===== src/rtl/snake_head_stepper.sv =====
// Game-tick sequencer owning the snake head coordinates; borrows an external
// subtractor for left/up moves and handles right/down and all wrapping locally.
module snake_head_stepper #(
    parameter int COORD_W = 5,
    parameter int GRID_W  = 32,
    parameter int GRID_H  = 32,
    parameter int START_X = 16,
    parameter int START_Y = 16
) (
    input  logic               clk,
    input  logic               rst_n,
    input  logic               tick,
    input  logic               pause,
    input  logic               dir_valid,
    input  logic [1:0]         dir_req,
    output logic [COORD_W-1:0] sub_a,
    output logic [COORD_W-1:0] sub_b,
    input  logic [COORD_W-1:0] sub_d,
    output logic [COORD_W-1:0] head_x,
    output logic [COORD_W-1:0] head_y,
    output logic [1:0]         dir_cur,
    output logic               head_valid,
    output logic               wrapped,
    output logic               tick_overrun
);

    typedef enum logic [1:0] {IDLE, CALC, COMMIT, PAUSED} state_t;

    localparam logic [1:0] DIR_RIGHT = 2'b00;
    localparam logic [1:0] DIR_LEFT  = 2'b01;
    localparam logic [1:0] DIR_UP    = 2'b10;
    localparam logic [1:0] DIR_DOWN  = 2'b11;

    localparam logic [COORD_W-1:0] MAX_X   = COORD_W'(GRID_W - 1);
    localparam logic [COORD_W-1:0] MAX_Y   = COORD_W'(GRID_H - 1);
    localparam logic [COORD_W-1:0] INIT_X  = COORD_W'(START_X);
    localparam logic [COORD_W-1:0] INIT_Y  = COORD_W'(START_Y);
    localparam logic [COORD_W-1:0] ONE     = COORD_W'(1);
    localparam logic [COORD_W-1:0] ZERO    = '0;

    state_t             state, state_nxt;
    logic [1:0]         pending_dir;
    logic [COORD_W-1:0] next_x, next_y;
    logic               next_wrap;
    logic               step_start;
    logic               req_legal;

    assign step_start = (state == IDLE) && !pause && tick;
    // Opposite directions differ only in bit 0 of the encoding.
    assign req_legal  = dir_req != (dir_cur ^ 2'b01);

    // NOTE: every signal driven here gets a default first so no latch is inferred.
    always_comb begin
        state_nxt = state;
        case (state)
            IDLE:    if (pause) state_nxt = PAUSED;
                     else if (tick) state_nxt = CALC;
            CALC:    state_nxt = COMMIT;
            COMMIT:  state_nxt = IDLE;
            PAUSED:  if (!pause) state_nxt = IDLE;
            default: state_nxt = IDLE;
        endcase
    end

    always_comb begin
        sub_a = ZERO;
        sub_b = ZERO;
        if (state == CALC) begin
            if (dir_cur == DIR_LEFT) begin
                sub_a = head_x;
                sub_b = ONE;
            end else if (dir_cur == DIR_UP) begin
                sub_a = head_y;
                sub_b = ONE;
            end
        end
    end

    always_comb begin
        next_x    = head_x;
        next_y    = head_y;
        next_wrap = 1'b0;
        case (dir_cur)
            DIR_RIGHT: begin
                next_wrap = (head_x == MAX_X);
                next_x    = next_wrap ? ZERO : head_x + ONE;
            end
            DIR_LEFT: begin
                next_wrap = (head_x == ZERO);
                next_x    = next_wrap ? MAX_X : sub_d;
            end
            DIR_UP: begin
                next_wrap = (head_y == ZERO);
                next_y    = next_wrap ? MAX_Y : sub_d;
            end
            DIR_DOWN: begin
                next_wrap = (head_y == MAX_Y);
                next_y    = next_wrap ? ZERO : head_y + ONE;
            end
            default: ;
        endcase
    end

    // NOTE: sequential state uses non-blocking assignments so every register
    // samples pre-edge values regardless of statement order.
    always_ff @(posedge clk or negedge rst_n) begin
        if (!rst_n) begin
            state        <= IDLE;
            head_x       <= INIT_X;
            head_y       <= INIT_Y;
            dir_cur      <= DIR_RIGHT;
            pending_dir  <= DIR_RIGHT;
            head_valid   <= 1'b0;
            wrapped      <= 1'b0;
            tick_overrun <= 1'b0;
        end else begin
            state      <= state_nxt;
            head_valid <= (state == CALC);
            wrapped    <= (state == CALC) && next_wrap;
            if (step_start)
                dir_cur <= pending_dir;
            if (dir_valid && req_legal)
                pending_dir <= dir_req;
            // Head registers update at the end of CALC so the new position and
            // the head_valid pulse both appear during COMMIT.
            if (state == CALC) begin
                head_x <= next_x;
                head_y <= next_y;
            end
            if (tick && (state == CALC || state == COMMIT))
                tick_overrun <= 1'b1;
        end
    end

endmodule

===== config.mk =====
export PLATFORM = sky130hd
export DESIGN_NAME = snake_head_stepper
export DESIGN_NICKNAME = d
export VERILOG_FILES = /design/src/rtl/snake_head_stepper.sv
export SDC_FILE = /design/constraint.sdc
export NUM_CORES = 1
export LEC_CHECK = 0
export CORE_ASPECT_RATIO = 1.75
export CORE_MARGIN = 1.5
export CORE_UTILIZATION = 40
export CTS_BUF_LIST = sky130_fd_sc_hd__clkbuf_2 sky130_fd_sc_hd__clkbuf_4 sky130_fd_sc_hd__clkbuf_8
export DETAILED_ROUTE_END_ITERATION = 10
export HOLD_SLACK_MARGIN = 0.1
export PLACE_DENSITY = 0.79
export SLEW_MARGIN = 0
export SYNTH_ARGS = -nofsm -noshare
export SYNTH_HDL_FRONTEND = slang
export SYNTH_SLANG_ARGS = --single-unit
export TNS_END_PERCENT = 30

===== constraint.sdc =====
create_clock -name clk -period 2 [get_ports clk]
set_input_delay 0.4 -clock clk [delete_from_list [all_inputs] [get_ports clk]]
set_output_delay 0.4 -clock clk [all_outputs]
set_load 0.01 [all_outputs]

==> results.txt, run 1 <==
outcome = complete, no violations
launching point of the worst reg2reg path = head_y[0]
total of warnings raised by yosys = 0
total of endpoints with negative setup slack in the final report = 0
worst hold path endpoint = tick_overrun
data arrival time of the critical path = 1.57 ns
unrepaired setup endpoints after global routing = yes
Syn Std Cell Area = 0.00139 mm^2
highest-count cells in the layout ignoring fill and taps = sky130_fd_sc_hd__clkdlybuf4s50_1 (26), sky130_fd_sc_hd__buf_4 (24), sky130_fd_sc_hd__dfrtp_1 (17)
highest net fanout along the worst path = 11
via count = 1,300
mean instance size in the synthesized netlist = 9.15 um^2
number of diodes = 0
final weighted congestion in routability-driven placement = 0.919
Detailed Routing Iterations Pass 1 = 6
Final Hold Violating Endpoints = 0
post-layout minimum cycle time = 1.97 ns
number of cells in the finished layout apart from fillers = 252
cell area after placement = 0.00189 mm^2
Max Clk Rate = 507 MHz
final wirelength = 3520 um
height of the die = 81.0 um
number of instances in the synthesized netlist = 152
number of flops mapped to enable cells by yosys = 0
Internal Pwr Total = 0.00173 W
worst supply voltage drop on vdd = 792 uV
met1 GRT Util = 21.0%
number of antenna violations at the first check in global routing = 0
aggregate global-route resource usage = 20.9%
ANT nets after route = 0
most common cell after layout, fill and taps aside = sky130_fd_sc_hd__clkdlybuf4s50_1
Horiz. Die Dim = 47.6 um
# clock sinks = 19
portion of total power attributed to sequential cells = 24.9%
number of buffers on the longest clock path = 2
number of remaining DRC errors = 0
placeable core region = 0.00336 mm^2
clk_lat worst skew = 0.26 ns
number of buffers inserted during clock tree synthesis = 3
library cells used by synthesis = 44
final worst-path cycle share = 98.7%
max-slew violation total from the final report = 0
average via count per standard cell = 5.16
detailed placer's ending HPWL = 2770 um
GR met2 Demand/Resource = 38.2%
most frequently used flop master after synthesis = sky130_fd_sc_hd__dfrtp_1
Remaining Overflow, GRT = 0
Layout Cell Area excl Fill = 0.00196 mm^2
First DRT Iteration DRCs = 18
H-tree Lvls = 1
buffers added on ports = 32
flops & latches, synth = 19
power per cell area = 1500 mW/mm^2
clk_skew = 0.00354 ns
first-pass GRT wire length = 5690 um
most used routing layer = met2
Seq/Total Area, Yosys = 34.4%
number of fillers in the final layout = 325
Final #Nets = 234
number of cells in the design after placement = 246
number of standard-cell rows in the floorplan = 28
maximum number of pins on one net before global-route repair = 20
kind of end point of the critical path = output port
largest cells by area after synthesis = sky130_fd_sc_hd__dfrtp_1 (31%), sky130_fd_sc_hd__ha_1 (13%), sky130_fd_sc_hd__nand2_1 (4.3%)
proportion of netlist area held by the largest area contributor = 30.6%
CP max stage cell = sky130_fd_sc_hd__dfrtp_1
cell-by-cell listing of the critical path = ha_4 > buf_6 > nand2_1 > o21ai_0 > and2_1 > dlygate4sd2_1
initial core utilization = 41.3%
asr flop ratio synth = 100%
switching power share of the total = 41.2%
buffer cell driving the clock tree root = sky130_fd_sc_hd__clkbuf_8
TritonCTS clock tree = done
library cell with the largest summed area after synthesis = sky130_fd_sc_hd__dfrtp_1
average wire per standard cell = 14.0 um
Worst Path Class, Setup = reg -> out
clock-pin slew of the registers on the worst-case setup and hold paths = 0.08 ns
net switching power = 0.00121 W
top-level I/O count = 37
R2R Setup Slk = 0.12 ns
met3 global-route usage = 2.00%
hold-critical path depth = 1
Gate power share = 65.6%
portion of total power attributed to the clock network = 9.5%
number of global-route vias before repair = 1,286
Tightest Hold Check Type = reg -> reg
fraction of final layout cells with drive strength greater than 1 = 23.2%
Die Area = 0.00385 mm^2
synthesis-to-finish area growth = 41.0%
reported leakage power = 0.898 nW
number of violations of the max-capacitance limit = 0
startpoint of the tightest hold check path = tick_overrun
longest individual stage delay on the worst path = 0.44 ns
reg2reg path depth = 6
Worst EP required = 1.60 ns
worst reg2reg endpoint = head_y[3]
kind of launch point of the worst setup path = register
## flip-flops by register name (all words and copies together), names as in the netlist
register      cells
dir_cur           2
head_valid        1
head_x            5
head_y            5
pending_dir       2
state             2
tick_overrun      1
wrapped           1
## final cells by class
cell class	instances	area (um^2)	share of cell area, %
Clock buffer	3	41.3	2.11
Clock inverter	1	5.00	0.255
Inverter	12	45.0	2.30
Multi-Input combinational cell	115	848	43.3
Sequential cell	19	478	24.4
Tap cell	45	56.3	2.87
Timing Repair Buffer	57	485	24.8
## cell usage after synthesis, drive strengths merged (2+ instances only)
library cell	count
xnor2	2
nor4b	2
nand3	3
and2	6
mux2i	4
inv	12
a22oi	5
nor3b	2
nor2	8
dfrtp	17
nand2	16
buf	9
o21ai	13
o21bai	2
ha	14
o21ba	2
nand2b	3
dfstp	2
and3	2
o31ai	3
nor3	2
a31oi	4
a21oi	3
## routing by layer
metal  up-vias  part of all wire, %
met5         -                    0
met4         0                  4.1
met3        14                  2.7
met2        37                   58
met1       608                   36
li1        641                    -
## cell families (layout without fill, tap and decap cells)
kind of cell / Yosys count / after routing / share of synthesized area [%]
AO/OA/AOI/OAI: 41 / 41 / 20.3
XOR/XNOR: 3 / 3 / 1.89
buffers and inverters: 21 / 73 / 7.38
multiplexers: 5 / 5 / 3.69
AND/OR/NAND/NOR: 48 / 48 / 19.5
adder cells (fa/ha/maj): 14 / 14 / 12.6
flip-flops: 19 / 19 / 34.4
other: 1 / 4 / 0.270
## worst max-delay path by stage
stage | startpoint | end | slack [ns] | depth (start not counted)
floorplan | head_y[0] | head_y[3] | 0.15 | 6
global placement | dir_cur[0] | sub_a[1] | -0.08 | 6
detailed placement | dir_cur[0] | sub_a[1] | -0.11 | 6
CTS | dir_cur[0] | sub_b[0] | -0.005 | 5
global route | dir_cur[0] | sub_a[0] | -0.03 | 6
finish | dir_cur[0] | sub_a[0] | 0.03 | 6
## power by group through the flow
stage,Clock [W],Sequential (W),Combinational [W]
4_1_cts,0.000284,0.000724,0.00194
6_report,0.000280,0.000734,0.00193
5_1_grt,0.000304,0.000758,0.00214
3_3_place_gp,0,0.000726,0.00183
3_5_place_dp,0,0.000736,0.00188
2_1_floorplan,0,0.000840,0.000899
## through the flow
stage	hold WS [ns]	util (%)	setup WS, ns	setup TNS [ns]	power, W
after global placement	0.450	56.3	-0.0759	-0.102	0.00255
after CTS	0.473	58.6	-0.00458	-0.00458	0.00295
final	0.466	58.3	0.0263	0	0.00295
after floorplan	0.104	-	0.151	0	0.00174
after global routing	0.480	58.3	-0.0267	-0.0267	0.00321
after detailed placement	0.450	56.3	-0.107	-0.301	0.00262
## timing repair
item	in CTS	in global routing
hold buffers	0	0
buffers inserted	2	0
hold endpoints to repair	0	0
cloned	0	0
gates resized for setup	14	11
setup endpoints to repair	6	6
## worst max-delay path, delay by kind of cell (launching register included)
family	cells	cell delay (ns)
AND/OR/NAND/NOR	2	0.20
buffers and inverters	2	0.40
flip-flops	1	0.44
AO/OA/AOI/OAI	1	0.06
adder cells (fa/ha/maj)	1	0.20
Power figures use the tool's default switching activity.
==> run 2, diff against run 1 <==
--- a/config.mk
+++ b/config.mk
@@ -5,6 +5,7 @@
 export SDC_FILE = /design/constraint.sdc
 export NUM_CORES = 1
 export LEC_CHECK = 0
+export CAP_MARGIN = 20
 export CORE_ASPECT_RATIO = 1.75
 export CORE_MARGIN = 1.5
 export CORE_UTILIZATION = 40
==> results of run 2 <==
Same layout as run 1: the final DEF is identical, and so are final timing and power.
==> patch, RTL diff (settings of run 2) <==
Set the parameter `COORD_W` to 6 (it was 5).
--- a/src/rtl/snake_head_stepper.sv
+++ b/src/rtl/snake_head_stepper.sv
@@ -3,3 +3,3 @@
 module snake_head_stepper #(
-    parameter int COORD_W = 5,
+    parameter int COORD_W = 6,
     parameter int GRID_W  = 32,
Interface: changed (5 resized); port bits go from 37 to 42. No check against the original RTL was run, so the function may have changed too.
==> patch against run 2 <==
- clock power rose by 5%
- via count rose by 21%
- sequential cell count rose by 2
- final area grew 10%
- power decreased by 0.72%
- worst setup slack better by 0.033 ns
- sequential share of layout area is 0.099 points higher
- synthesized area rose by 13%
- wire length grew 19%
==> patch: results (changes against run 2) <==
share of the yosys chip area belonging to registers: 33.7% (-0.70 points)
synthesized instance count: 189 (+24%)
DRT iter0 DRCs: 45 (+27)
Layout Skew: 0.00424 ns (+0.000700 ns)
hpwl dp: 3130 microns (+13%)
fin nets: 265 (+13%)
setup slack at placement: -0.173 ns (-0.0658 ns)
status: completed
worst vdd ir: 677 uV (-15%)
leading post-synthesis cells by cell area: dfrtp_1 (30%), ha_1 (9.6%), o21ai_0 (5.7%), nand2_1 (5.5%), a21oi_1 (4.8%)
Placed Cells incl. Taps: 276 (+12%)
vias in the first global route: 1547 (+20%)
Internal: 0.00167 W (-3.5%)
Arr. time, crit path: 1.54 ns (-0.03 ns)
Buf+Inv Stages, Crit Path: 3 (+1)
kind of cell adding the most delay to the critical path: buffers and inverters
via count: 1575 (+21%)
Post-Layout Cell Count: 285 (+13%)
library cells used by synthesis: 42 (-4.5%)
first-pass GRT wire length: 7000 microns (+23%)
fill count: 345 (+6.2%)
Synth Flop Type: dfrtp_1
RD Place Congestion: 0.802 (-13%)
Total Routing Usage GR: 20.9% (+0.032 points)
Post-synth ARST share: 100% (unchanged)
largest fanout on the critical path: 4 (-7)
layout cells sized above 1: 21.8% (-1.4 points)
synth cell count leaders: nand2_1 (23), dfrtp_1 (19), o21ai_0 (18)
port bufs: 36 (+13%)
Top Registers: head_x: 6 flops, head_y: 6 flops
Leak: 0.931 nW (+3.7%)
diode count: 0 (unchanged)
placed inst area: 2050 sq um (+8.1%)
DRT Pass-1 Iters: 4 (-2)
clk_lat worst skew: 0.26 ns (about the same)
largest net degree at the start of global routing: 22 (+10%)
drt total wl: 4180 microns (+19%)
Slowest cell on crit path: dfrtp_1
cts bufs inserted: 3 (unchanged)
CP peak stage delay: 0.42 ns (-0.02 ns)
==> patch: cells by family after synthesis <==
group	after synthesis	share of synthesized area, %
adders and majority gates	12	9.58
DFF	21	33.7
buffers and inverters	28	8.62
xor gates and xnor gates	3	1.68
muxes	2	1.44
and+or+nand+nor	64	22.3
other	1	0.239
AOI/OAI and AO/OA	58	22.4
==> patch: cell type report <==
cell class | count | area [sq um] | share of cell area (%)
clock buffers | 4 | 48.8 | 2.26
inverters | 13 | 48.8 | 2.26
multi-input cells | 144 | 968 | 44.9
flip-flops and latches | 21 | 528 | 24.5
well taps | 46 | 57.6 | 2.67
repair buffers | 57 | 504 | 23.4
==> patch: power groups by stage <==
stage / Clock [W] / Sequential [W] / Combinational, W
global placement: 0 / 0.000841 / 0.00160
floorplan: 0 / 0.000880 / 0.000840
finish: 0.000295 / 0.000841 / 0.00179
CTS: 0.000302 / 0.000839 / 0.00174
detailed placement: 0 / 0.000847 / 0.00164
global route: 0.000320 / 0.000872 / 0.00199
==> patch: final timing paths <==
| kind | from | slack [ns] | end | cells past startpoint |
|---|---|---|---|---|
| min in group asynchronous | rst_n | 0.47 | dir_cur[1] | 2 |
| max reg2reg | dir_cur[0] | 0.16 | head_x[3] | 9 |
| max in group asynchronous | rst_n | 1.26 | head_y[4] | 2 |
| min | tick_overrun | 0.46 | tick_overrun | 1 |
| max | dir_cur[1] | 0.06 | sub_b[0] | 5 |
| min reg2reg | tick_overrun | 0.46 | tick_overrun | 1 |
==> patch: timing repair <==
action,in CTS,in global routing
endpoints found under the setup margin,7,9
pin swaps,2,0
resized for setup,29,17
setup buffers,5,0
hold endpoints to repair,0,0
==> patch: routing by layer <==
metal	track usage [%]	part of all wire, %
met5	0	0
met1	21.8	36
met2	38.2	55
met4	14.0	5.6
met3	2.09	3.7
